$ cat src/rtl/mem_stage_pkg.sv
// Shared types and constants for the LEGv8 MEM stage.
package mem_stage_pkg;
  localparam int DW = 64;
  localparam int RW = 5;

  typedef enum logic {
    IDLE   = 1'b0,
    ACCESS = 1'b1
  } mem_state_t;

  typedef struct packed {
    logic Branch;
    logic MemRead;
    logic MemWrite;
    logic RegWrite;
    logic MemtoReg;
  } exmem_ctrl_t;

  function automatic logic is_mem_op(input exmem_ctrl_t c);
    return c.MemRead | c.MemWrite;
  endfunction
endpackage

$ cat src/rtl/exmem_reg.sv
// Generic enabled pipeline register with synchronous active-high reset.
// Instantiated both as the EX/MEM and the MEM/WB register.
module exmem_reg #(
  parameter int W = 8
) (
  input  logic         clk,
  input  logic         reset,
  input  logic         en,
  input  logic [W-1:0] d,
  output logic [W-1:0] q
);
  always_ff @(posedge clk) begin
    if (reset) q <= '0;
    else if (en) q <= d;
  end
endmodule

$ cat src/rtl/mem_stage.sv
// LEGv8 MEM stage: EX/MEM register, CBZ/B resolution, LDUR/STUR data-memory FSM.
// Optional MEM_ALIGN_CHECK_EN adds misalign_M and suppresses misaligned accesses.
module mem_stage
  import mem_stage_pkg::*;
#(
  parameter int N  = DW,
  parameter int RW = 5
) (
  input  logic          clk,
  input  logic          reset,
  input  logic          ex_valid,
  input  logic [N-1:0]  aluResult_E,
  input  logic [N-1:0]  writeData_E,
  input  logic [N-1:0]  PCBranch_E,
  input  logic          zero_E,
  input  logic          Branch_E,
  input  logic          MemRead_E,
  input  logic          MemWrite_E,
  input  logic          RegWrite_E,
  input  logic          MemtoReg_E,
  input  logic [RW-1:0] rd_E,
  output logic          stall_M,
  output logic          dm_req,
  output logic          dm_we,
  output logic [N-1:0]  dm_addr,
  output logic [N-1:0]  dm_wdata,
  input  logic          dm_ready,
  input  logic [N-1:0]  dm_rdata,
  output logic          PCSrc_M,
  output logic [N-1:0]  PCBranch_M,
  output logic          wb_valid,
  output logic [N-1:0]  aluResult_M,
  output logic [N-1:0]  readData_M,
  output logic [RW-1:0] rd_M,
  output logic          RegWrite_M,
  output logic          MemtoReg_M,
`ifdef MEM_ALIGN_CHECK_EN
  output logic          misalign_M,
`endif
  output mem_state_t    state_dbg
);
  localparam int CW = $bits(exmem_ctrl_t);
  localparam int XW = 3*N + 1 + CW + RW;
  localparam int WW = N + RW + 2;

  mem_state_t    state, state_d;
  exmem_ctrl_t   ctrl_E, ctrl_X;
  logic [N-1:0]  alu_X, wdata_X, pcb_X;
  logic          zero_X;
  logic [RW-1:0] rd_X;
  logic [XW-1:0] x_d, x_q;
  logic [WW-1:0] w_d, w_q;
  logic          accept, issue_E, mem_done, busy_wb, direct_wb, wb_en;
  logic          pend_q, acc_q;

  // Handshake: a request is presented while dm_req=1 with addr/wdata/we held
  // stable; it completes in the first cycle dm_ready=1 and the stage may
  // accept the next EX instruction in that same cycle.
  assign ctrl_E   = '{Branch: Branch_E, MemRead: MemRead_E, MemWrite: MemWrite_E,
                      RegWrite: RegWrite_E, MemtoReg: MemtoReg_E};
  assign stall_M  = (state == ACCESS) && !dm_ready;
  assign accept   = ex_valid && !stall_M;
  assign mem_done = (state == ACCESS) && dm_ready;

`ifdef MEM_ALIGN_CHECK_EN
  logic misalign_E, misalign_X;
  assign misalign_E = is_mem_op(ctrl_E) && (aluResult_E[2:0] != 3'b000);
  assign misalign_X = is_mem_op(ctrl_X) && (alu_X[2:0] != 3'b000);
  assign issue_E    = is_mem_op(ctrl_E) && !misalign_E;
`else
  assign issue_E    = is_mem_op(ctrl_E);
`endif

  // A non-memory op accepted while the writeback slot is taken (memory
  // completion or an earlier pending op) waits one cycle in EX/MEM.
  assign busy_wb   = mem_done || pend_q;
  assign direct_wb = accept && !issue_E && !busy_wb;
  assign wb_en     = busy_wb || direct_wb;

  assign x_d = {aluResult_E, writeData_E, PCBranch_E, zero_E, ctrl_E, rd_E};
  exmem_reg #(.W(XW)) u_exmem (.clk(clk), .reset(reset), .en(accept), .d(x_d), .q(x_q));
  assign {alu_X, wdata_X, pcb_X, zero_X, ctrl_X, rd_X} = x_q;

  always_comb begin
    w_d = {aluResult_E, rd_E, RegWrite_E, MemtoReg_E};
    if (busy_wb) w_d = {alu_X, rd_X, ctrl_X.RegWrite, ctrl_X.MemtoReg};
`ifdef MEM_ALIGN_CHECK_EN
    if (busy_wb ? misalign_X : misalign_E) w_d[1] = 1'b0;
`endif
  end

  exmem_reg #(.W(WW)) u_memwb (.clk(clk), .reset(reset), .en(wb_en), .d(w_d), .q(w_q));
  assign {aluResult_M, rd_M, RegWrite_M, MemtoReg_M} = w_q;

  always_ff @(posedge clk) begin
    if (reset) begin
      pend_q     <= 1'b0;
      acc_q      <= 1'b0;
      wb_valid   <= 1'b0;
      readData_M <= '0;
    end else begin
      pend_q   <= accept && !issue_E && busy_wb;
      acc_q    <= accept;
      wb_valid <= wb_en;
      if (mem_done) begin
        if (!ctrl_X.MemWrite) readData_M <= dm_rdata;
        else if (ctrl_X.MemRead) readData_M <= '0;
      end
    end
  end

`ifdef MEM_ALIGN_CHECK_EN
  always_ff @(posedge clk) begin
    if (reset) misalign_M <= 1'b0;
    else misalign_M <= wb_en && (busy_wb ? misalign_X : misalign_E);
  end
`endif

  always_ff @(posedge clk) begin
    if (reset) state <= IDLE;
    else state <= state_d;
  end

  always_comb begin
    state_d = state;
    dm_req  = 1'b0;
    case (state)
      IDLE:   if (accept && issue_E) state_d = ACCESS;
      ACCESS: begin
        dm_req = 1'b1;
        if (dm_ready) state_d = (accept && issue_E) ? ACCESS : IDLE;
      end
      default: state_d = IDLE;
    endcase
  end

  assign dm_we      = ctrl_X.MemWrite;
  assign dm_addr    = alu_X;
  assign dm_wdata   = wdata_X;
  assign PCSrc_M    = acc_q && ctrl_X.Branch && zero_X;
  assign PCBranch_M = pcb_X;
  assign state_dbg  = state;
endmodule

$ cat config.mk
export PLATFORM = sky130hd
export DESIGN_NAME = mem_stage
export DESIGN_NICKNAME = d
export VERILOG_FILES = /design/src/rtl/mem_stage_pkg.sv /design/src/rtl/exmem_reg.sv /design/src/rtl/mem_stage.sv
export SDC_FILE = /design/constraint.sdc
export NUM_CORES = 1
export LEC_CHECK = 0
export CORE_AREA = 2 2 235 237
export CTS_CLUSTER_DIAMETER = 30
export DETAILED_ROUTE_END_ITERATION = 8
export DIE_AREA = 0 0 237 239
export PLACE_DENSITY_LB_ADDON = 0.2
export SLEW_MARGIN = 20
export SYNTH_ARGS = -nofsm -noshare
export SYNTH_HDL_FRONTEND = slang
export SYNTH_SLANG_ARGS = --single-unit
$ cat constraint.sdc
create_clock -name clk -period 2.36 [get_ports clk]
set_clock_uncertainty 0.15 [all_clocks]
set_input_delay 0.236 -clock clk [delete_from_list [all_inputs] [get_ports clk]]
set_output_delay 0.236 -clock clk [all_outputs]
set_load 0.1 [all_outputs]
# ---- After elaboration in Yosys (flattened, before gate mapping)
# Cells that the tools add are included.
dict set report totals {
  out_inout_bits 333
  input_bits 271
  ff_bits 342
}
dict set report classes {
  n_mux 7
  bitwise 2
  n_eq_ne 1
  reduce_logical 16
}
# cell count
set op_table {}
lappend op_table {{$mux 64} 2}
lappend op_table {{$mux 71} 1}
lappend op_table {{$logic_and 1x1->1} 9}
lappend op_table {{$logic_not 1->1} 4}
lappend op_table {{$mux 1} 3}
lappend op_table {{$logic_or 1x1->1} 2}
lappend op_table {{$ne 2x1->1 const B} 1}
lappend op_table {{$pmux 1 s2} 1}
lappend op_table {{$reduce_and 2->1} 1}
lappend op_table {{$not 1->1} 1}
lappend op_table {{$or 1x1->1} 1}

# ---- Logic depth before layout (Yosys ltp)
dict set report depth {
  word_depth 8
  ltp_mapped 7
  ltp_nobuf 4
}

# ---- By module
# A second synthesis with hierarchy kept.
dict set report unflattened {
  cells_unflattened 1126
  area_unflattened_um2 12839.8
}
# module cells_each area_each_um2 n_inst seq_area_each_um2
set modules_own_cells {}
lappend modules_own_cells {{exmem_reg (u_exmem)} 655 7292.0 1 4063.9}
lappend modules_own_cells {mem_stage 242 3001.6 1 1361.3}
lappend modules_own_cells {{exmem_reg (u_memwb)} 229 2546.2 1 1421.4}

# ---- Least setup slack after synthesis
# No wires, ideal clock.
dict set report synth_path {
  kind {reg2reg}
  startpoint {reg state, in the netlist state_dbg}
  endpoint {reg u_exmem.q[169]}
  t_arrival_ps 2277
  n_path_buf 3
  setup_slack_ps -137
  stages_incl_launch_ff 8
  setup_ps 70
  period_less_slack_ps 2497
  path_cell_list {dfxtp_1 > nand2b_1 > buf_2 > inv_2 > buf_2 > buf_2 > o21ai_1 > a21oi_1}
}
dict set report synth_via {
  elab_chain_len 3
}
# item line
set synth_rtl {}
lappend synth_rtl {{start, declared} mem_stage.sv:46} ;# mem_state_t state, state_d;
lappend synth_rtl {{start signal, assigned} mem_stage.sv:121} ;# else state <= state_d;
lappend synth_rtl {{$logic_and 1x1->1} mem_stage.sv:61} ;# assign stall_M = (state == ACCESS) && !dm_ready;
lappend synth_rtl {{net stall_M} mem_stage.sv:22} ;# output logic stall_M,
lappend synth_rtl {{$logic_not 1->1} mem_stage.sv:62} ;# assign accept = ex_valid && !stall_M;
lappend synth_rtl {{$logic_and 1x1->1} mem_stage.sv:62}
lappend synth_rtl {{end signal, assigned} exmem_reg.sv:13} ;# if (reset) q <= '0;
lappend synth_rtl {{end signal, assigned} exmem_reg.sv:14} ;# else if (en) q <= d;
lappend synth_rtl {{end, declared} exmem_reg.sv:10} ;# output logic [W-1:0] q
# The timed path passes the listed nets, and every way through them passes these cells.
# A chain may end at the register's enable or synchronous reset.

# ---- Worst setup path in the final report
dict set report layout_path {
  startpoint {reg state, in the netlist state_dbg}
  endpoint {out stall_M}
}
dict set report layout_via {
  elab_chain_len 1
}
# item line
set layout_rtl {}
lappend layout_rtl {{$logic_and 1x1->1} mem_stage.sv:61}
lappend layout_rtl {{end, declared} mem_stage.sv:22}
# No other way between the ends.

==> reports/qor.yml <==
outcome:
  status: "complete, no violations"
setup_path:
  critPathArrivalTime_ps: 1800
  slowest_delay_ps: 430
  crit_buf_inv: 3
  cpMostUsedCell: "buf_12"
  reg2reg_from: "state_dbg"
  cp_slowest_cell: "dfxtp_2"
  path_delay_family: "buffers and inverters"
  worstPathCellList: "nand2b_4 > inv_6 > buf_12 > buf_12"
  worstSetupPathType: "flip-flop to output pin"
  startpoint: "state_dbg"
  path_max_fanout: 26
  cp.required_ps: 1970
  startpoint_type: "flip-flop"
  end_kind: "output pin"
detailed_routing:
  totalWireLength_mm: 56.5
  vias: 14255
  dr.pass1.iters: 6
  drtAntennaViolNets: 0
  drt_iter0_markers: 710
  wl_per_cell_um: 19.2
  post-route-drc-count: 0
  viasPerCell: 4.85
worst_hold_path:
  min_from: "writeData_E[6]"
  hold_path.class: "input pin to flip-flop"
die:
  design.die.area_um2: 56600
  core_area_um2: 54300
  ioPinCount: 604
  die_width_um: 237
  rows: 86
  die_h_um: 239
  initial_utilization_pct: 26.7
run:
  drv_cap: 0
sta:
  tns_ps: 0
  drv_slew: 0
  worst_pin_slew_ps: 764
  post-route-period-util_pct: 92.5
  setup_viol: 0
  hold_viol_final: 0
  final.min_clock_period_ps: 2180
  rsz0062_at_grt: "no"
  timing.final.ws_setup_ps: 178
  max-slew-margin-rel_pct: 49.1
  max_freq_ghz: 0.458
grt:
  overflow: 0
  grt_pass1_vias: 13704
  grt_usage_pct: 18.8
  antenna_found_initial: 2
  grt_max_degree: 145
  grt_pass1_wl_mm: 83.5
cts:
  path_clk_slew_ps: 40
  htreeDepth: 3
  clk_path_buf_depth: 3
  clock_sinks: 342
  clkLatencyLatePin_ps: 610
  root_buffer: "clkbuf_16"
  cts_tree: "built"
  cts_buffers: 91
final_layout:
  area_delta_synth_final_pct: 57.7
  layout-drive-gt1-share_pct: 24.1
  mostFrequentLayoutCells: "350 x buf_4, 341 x dfxtp_1, 339 x a21oi_1"
  final_common_cell: "buf_4"
  fin_nets: 2436
pwr:
  power_density_nw_per_um2: 1050
  ir_drop_mv: 0.542
  power_leakage_nw: 9.18
yosys:
  postSynthAreaPerCell_um2: 8.33
  synthSimpleGateAreaFrac_pct: 9.25
  muxShareOfSynthArea_pct: 0
  yosys_warnings: 0
  ys_types: 23
  syn-num-nets: 2011
  synth_seq_area_share_pct: 47.2
  ys_top_cells_by_area: "dfxtp_1 47%, a21oi_1 12%, buf_4 10%"
  yosysTopAreaCell: "dfxtp_1"
  synth-seq-cells: 342
  synthesis.area_um2: 14500
  synth_adder_area_share_pct: 0
  synth_xor_area_share_pct: 0
  synth_top_area_share_pct: 47.2
  synth_compound_area_share_pct: 26.5
  synth_top_family_by_area: "compound AO/OA/AOI/OAI gates"
  syn_inst: 1740
place:
  gp_congestion: 0.779
  pre_cts_ws_ps: 283
  dpl.hpwl_mm: 36.8
  io_buffers: 603
layer usage:
layer	share of wire (%)	vias to the layer above	track usage (%)	routed length, µm
met5	0	-	0	0
met4	2.5	0	7.21	1430
met3	7.2	96	6.02	4050
met2	49	505	31.0	27900
met1	41	6876	22.8	23100
li1	-	6778	-	-
report_power, final:
| group | internal, mW | switching, mW |
|---|---|---|
| clock network | 9.28 | 3.72 |
| logic | 1.25 | 3.40 |
| registers | 6.15 | 0.217 |
per-stage QoR:
stage	cells	hold WS, ps	util, %	instance area [µm²]	total power, mW
floorplan	1740	226	-	14500	9.89
global placement	2722	308	35.0	19000	11.0
detailed placement	2722	316	35.0	19000	11.1
CTS	2940	0.377	42.1	22900	24.3
global route	2942	14.5	42.1	22900	24.8
finish	2942	41.9	42.1	22900	24.0
worst paths after layout:
path | end | slack (ps) | cells after the start
worst min register to register | readData_M[11] | 320 | 2
worst max-delay path | stall_M | 180 | 4
worst min-delay path | u_exmem.q[81] | 40 | 3
worst max register to register | u_memwb.q[61] | 630 | 4
layout make-up:
type,count,area [µm²]
clock buffers,131,2740
diodes,2,5.00
inverters,73,284
well taps,704,881
multi-input cells,960,5210
clock inverters,33,561
fillers,5319,31500
flip-flops and latches,342,6850
repair buffers,697,6340
flip-flops by register name, summed over array words and instances (netlist names):
| signal | cells |
|---|---|
| u_memwb.q | 71 |
| wb_valid | 1 |
| readData_M | 64 |
| state_dbg | 1 |
| acc_q | 1 |
| pend_q | 1 |
| u_exmem.q | 203 |
Yosys cell counts:
cell type,number
a21o_1,1
a21oi_1,339
and3_1,1
and3b_1,1
buf_1,12
buf_2,27
buf_4,193
buf_6,8
clkbuf_1,125
dfxtp_1,342
inv_1,71
inv_2,2
nand2_1,67
nand2b_1,2
nand3_1,203
nor2_1,2
nor2b_1,2
nor3_1,1
nor4b_2,1
o21ai_0,65
o21ai_1,203
o221a_1,71
or2_1,1
what timing repair did:
item                                   CTS  global route
endpoints found under the hold margin   97             0
buffers inserted                         0             0
setup endpoints to repair                0             0
gates resized for setup                  0             0
hold buffers                            54             0
cell families (layout without fill, tap and decap cells):
kind of cell	after synthesis	in the layout
compound gates	679	679
buf+inv	438	934
flops	342	342
other cells	0	2
simple gates	281	281
worst register-to-register path, cell delays in order, from the launching register on:
cell and delay, ps:
dfxtp_2 370, a21o_2 230, or2_2 340, buf_4 230
o221a_1 280
No activity file was read; power rests on OpenSTA's default activity.
